[config.mk]
export PLATFORM = sky130hd
export DESIGN_NAME = gnrc_fifo_wptr_ctrl
export DESIGN_NICKNAME = d
export VERILOG_FILES = /design/src/rtl/gnrc_fifo_pkg.sv /design/src/rtl/gnrc_bin2gray.sv /design/src/rtl/gnrc_fifo_wptr_ctrl.sv
export SDC_FILE = /design/constraint.sdc
export NUM_CORES = 1
export LEC_CHECK = 0
export BUFFER_PORTS_ARGS = -buffer_cell sky130_fd_sc_hd__clkbuf_2
export CAP_MARGIN = 20
export CORE_MARGIN = 3
export CORE_UTILIZATION = 49
export DETAILED_ROUTE_END_ITERATION = 8
export PLACE_DENSITY = 0.76
export SYNTH_ARGS = -nofsm -noshare
export SYNTH_HDL_FRONTEND = slang
export SYNTH_HIERARCHICAL = 1
export SYNTH_SLANG_ARGS = --single-unit
[constraint.sdc]
create_clock -name clk_i -period 2.9 [get_ports clk_i]
set_input_delay 0.29 -clock clk_i [delete_from_list [all_inputs] [get_ports clk_i]]
set_output_delay 0.29 -clock clk_i [all_outputs]
set_load 0.005 [all_outputs]
[src/rtl/gnrc_fifo_pkg.sv]
// Shared Gray/binary helpers for the dual-clock FIFO pointer controllers.
// Functions work on a GMAX-bit container; callers zero-extend and truncate.
package gnrc_fifo_pkg;

    localparam int GMAX = 32;

    function automatic logic [GMAX-1:0] bin2gray(input logic [GMAX-1:0] b);
        return b ^ (b >> 1);
    endfunction

    // Prefix XOR from the MSB down; zero-extended upper bits leave the result intact.
    function automatic logic [GMAX-1:0] gray2bin(input logic [GMAX-1:0] g);
        logic [GMAX-1:0] b;
        b = '0;
        b[GMAX-1] = g[GMAX-1];
        for (int i = GMAX - 2; i >= 0; i--) begin
            b[i] = b[i+1] ^ g[i];
        end
        return b;
    endfunction

endpackage

[src/rtl/gnrc_bin2gray.sv]
// Combinational N-bit binary-to-Gray converter.
module gnrc_bin2gray
    import gnrc_fifo_pkg::*;
#(
    parameter int N = 5
) (
    input  logic [N-1:0] bin_i,
    output logic [N-1:0] gray_o
);

    logic [GMAX-1:0] gray_wide;

    assign gray_wide = bin2gray(GMAX'(bin_i));
    assign gray_o    = gray_wide[N-1:0];

endmodule

[src/rtl/gnrc_fifo_wptr_ctrl.sv]
// Write-side pointer controller of a dual-clock FIFO: binary/Gray write pointer,
// RAM write strobe and full/almost-full/level flags against the synchronized read pointer.
module gnrc_fifo_wptr_ctrl
    import gnrc_fifo_pkg::*;
#(
    parameter int AW        = 4,
    parameter int AF_THRESH = 2**AW - 1
) (
    input  logic          clk_i,
    input  logic          rst_i,
    input  logic          push_i,
    input  logic [AW:0]   rptr_gray_i,
    output logic          ram_we_o,
    output logic [AW-1:0] ram_waddr_o,
    output logic [AW:0]   wptr_gray_o,
    output logic          full_o,
    output logic          almost_full_o,
    output logic [AW:0]   wlevel_o,
    output logic          overflow_o
);

    localparam int        DEPTH    = 2**AW;
    localparam logic [AW:0] DEPTH_W = DEPTH[AW:0];
    localparam logic [AW:0] AF_W    = AF_THRESH[AW:0];

    logic [AW:0] wbin_q, wbin_d;
    logic [AW:0] wgray_q, wgray_d;
    logic [AW:0] level_q, level_d;
    logic        full_q, full_d;
    logic        afull_q, afull_d;
    logic        ovf_q, ovf_d;
    logic        acc;
    logic [AW:0] rbin;
    logic [AW:0] rptr_full;

    assign acc = push_i & ~full_q;

    gnrc_bin2gray #(.N(AW + 1)) u_bin2gray (
        .bin_i  (wbin_d),
        .gray_o (wgray_d)
    );

    // Write pointer is one lap ahead of the read pointer when the top two Gray bits differ.
    if (AW == 1) begin : g_full_aw1
        assign rptr_full = ~rptr_gray_i;
    end else begin : g_full_awn
        assign rptr_full = {~rptr_gray_i[AW:AW-1], rptr_gray_i[AW-2:0]};
    end

    always_comb begin
        rbin     = '0;
        rbin[AW] = rptr_gray_i[AW];
        for (int i = AW - 1; i >= 0; i--) begin
            rbin[i] = rbin[i+1] ^ rptr_gray_i[i];
        end
    end

    always_comb begin
        wbin_d  = wbin_q + {{AW{1'b0}}, acc};
        level_d = wbin_d - rbin;
        full_d  = (wgray_d == rptr_full);
        afull_d = (level_d >= AF_W);
        ovf_d   = push_i & full_q;
    end

    always_ff @(posedge clk_i) begin
        if (rst_i) begin
            wbin_q  <= '0;
            wgray_q <= '0;
            level_q <= '0;
            full_q  <= 1'b0;
            afull_q <= 1'b0;
            ovf_q   <= 1'b0;
        end else begin
            wbin_q  <= wbin_d;
            wgray_q <= wgray_d;
            level_q <= level_d;
            full_q  <= full_d;
            afull_q <= afull_d;
            ovf_q   <= ovf_d;
        end
    end

    assign ram_we_o      = acc;
    assign ram_waddr_o   = wbin_q[AW-1:0];
    assign wptr_gray_o   = wgray_q;
    assign full_o        = full_q;
    assign almost_full_o = afull_q;
    assign wlevel_o      = level_q;
    assign overflow_o    = ovf_q;

    a_full_level : assert property (@(posedge clk_i) full_q == (level_q == DEPTH_W));

endmodule

==> metrics.yaml <==
critical_path:
  arrival_ns: 2.68
  required_ns: 3.07
  critPathCaptureType: "flop"
  crit_type: "reg -> reg"
  cp_max_fo: 4
  start_kind: "flop"
synth:
  async_flop_share_pct: 0
  synth_edf_count: 0
  synth.most_common_cell: "dfxtp_1"
  synth_area_leader_cell: "dfxtp_1"
  ys_types: 22
  syn_area_per_cell_um2: 10.0
  yosys_most_used_dff: "dfxtp_1"
  synth_area_leaders: "dfxtp_1 (41%), xor2_1 (11%), ha_1 (8.6%)"
  ys_warn_count: 6
  synth-seq-cells: 18
  syn-cell-area_um2: 873
  yosysSeqAreaShare_pct: 41.3
  yosysTopAreaCellShare_pct: 41.3
  synth_commonest_cells: "dfxtp_1 (18), xor2_1 (11), nor2_1 (10)"
  synthesis.nets: 102
  syn_inst: 87
timing:
  final.setup.worst_slack_ns: 0.388
  relSlewSlack_pct: 76.0
  post-route-period-util_pct: 86.6
  setup_viol: 0
  finalHoldViolCount: 0
  min_period_ns: 2.51
  fmax_mhz: 398
  drv_slew: 0
  fin_skew_ns: 0.00629
  tightest_slew_ns: 0.360
  fin_setup_tns_ns: 0
  rsz0062_at_grt: "false"
routing:
  dr.pass1.iters: 2
  wirelength_um: 1440
  ant_nets: 0
  post-route-drc-count: 0
  wl_per_cell_um: 10.6
  drt-initial-drc-count: 1
  via_count: 612
  via_per_inst: 4.50
layout:
  final_layout_size_suffix_gt1_share_pct: 30.4
  diodes: 0
  num-fill-cells: 146
  syn_to_final_growth_pct: 18.9
  nets: 128
global_route:
  grt_max_degree: 19
  grt.total_usage_pct: 15.3
  grt_pass1_wl_um: 2440
  grt_remaining_overflow: 0
  antenna_found_initial: 0
  grt_pass1_vias: 600
clocking:
  cts_tree: "built"
  cts-resized-gates: 0
  cts.clk_slew.worst_paths_ns: 0.10
  htreeDepth: 1
  cts_hold_buf: 0
  numClockSinks: 18
  clockBufferDepth: 2
  post_cts_buffers: 0
  root_buffer: "clkbuf_4"
  clk-insertion-delay-late_ns: 0.29
  numCtsBuffers: 3
die:
  die-height_um: 48.2
  initial_core_util_pct: 54.8
  die_w_um: 48.2
  die_area_um2: 2320
  rows: 14
  placeableCoreArea_um2: 1590
  boundaryPins: 26
placement:
  post-place-ws_ns: 0.207
  gp_congestion: 0.704
  port-buffer-count: 25
  dp.final_hpwl_um: 1230
min_path:
  hold_class: "in -> reg"
power:
  power.internal_uw: 437
  p_leak_nw: 0.535
  seqPwrFrac_pct: 46.5
  power_density_nw_per_um2: 584
  swShare_pct: 27.9
  p_comb_share_pct: 28.8
  ir_worst_vdd_v: 0.000372
  clkPwrFrac_pct: 24.7
  p_switching_uw: 169
run:
  drv_cap: 0
run_status:
  status: "finished, final reports clean"
path summary, 6_finish.rpt:
kind	startpoint	end	slack, ns	cells past startpoint
max	full_o	almost_full_o	0.39	10
min	push_i	overflow_o	0.20	3
max reg2reg	full_o	almost_full_o	0.39	10
min reg2reg	full_o	overflow_o	0.48	2
per-layer routing:
| layer | vias to the layer above | share of wire [%] | track usage [%] |
|---|---|---|---|
| met5 | - | 0 | 0 |
| met4 | 0 | 1.8 | 6.45 |
| met3 | 2 | 4.5 | 3.32 |
| met2 | 16 | 52 | 29.2 |
| met1 | 273 | 41 | 15.7 |
| li1 | 321 | - | - |
worst max-delay path, cell delays in order (launching register included):
cell and delay [ns]:
dfxtp_1 0.37, nor2b_1 0.07, ha_1 0.22, ha_1 0.39, inv_1 0.11, fa_1 0.46, nand2b_1 0.16, a21oi_1 0.16
xor2_1 0.20, xnor2_1 0.16, a21oi_1 0.09
state kept, by name, indices dropped and copies added (netlist names):
| signal | count |
|---|---|
| wbin_q | 5 |
| wlevel_o | 5 |
| wptr_gray_o | 5 |
| almost_full_o | 1 |
| full_o | 1 |
| overflow_o | 1 |
power groups by stage:
stage / registers [mW] / clock network [mW] / logic (mW)
floorplan: 0.292 / 0 / 0.118
global placement: 0.287 / 0 / 0.172
detailed placement: 0.288 / 0 / 0.177
CTS: 0.282 / 0.155 / 0.179
global route: 0.284 / 0.167 / 0.199
finish: 0.282 / 0.149 / 0.175
layout by cell type, fill, tap and decap left out, drive strengths merged:
master	Yosys	routed
nor3	2	2
and3b	1	1
nand2	1	1
xnor2	6	6
a21oi	2	2
buf	5	2
dfxtp	18	18
nor2	10	10
nand4	1	1
or3	1	1
o21a	1	1
ha	6	6
fa	1	1
nand2b	1	1
xor2	13	13
o21ai	1	1
clkbuf	1	29
nand3	3	3
nor2b	9	9
inv	4	4
per-stage QoR:
stage                     cell area, um^2  hold slack (ns)  instances  util (%)  power (mW)
after floorplan                       873            0.362         87         -       0.410
after global placement               1000            0.463        132      62.9       0.459
after detailed placement             1000            0.469        132      62.9       0.466
after CTS                            1040            0.194        136      65.1       0.616
after global routing                 1040            0.214        136      65.1       0.651
final                                1040            0.202        136      65.1       0.606
final cells by class:
type                    instances  area (um^2)  area share, %
clock buffers                   4         36.3           3.49
well taps                      24         30.0           2.89
flip-flops and latches         18          360           34.7
multi-input cells              59          457           44.0
inverters                       4         15.0           1.45
repair buffers                 27          140           13.5
kinds of logic (layout without fill, tap and decap cells):
| family | after synthesis | count (layout) | synth area share [%] |
|---|---|---|---|
| adders and majority gates | 7 | 7 | 10.9 |
| and+or+nand+nor | 29 | 29 | 17.2 |
| xor gates and xnor gates | 19 | 19 | 21.6 |
| DFF | 18 | 18 | 41.3 |
| buffers and inverters | 10 | 35 | 6.45 |
| AOI/OAI and AO/OA | 4 | 4 | 2.58 |
No activity file was read; power rests on OpenSTA's default activity.
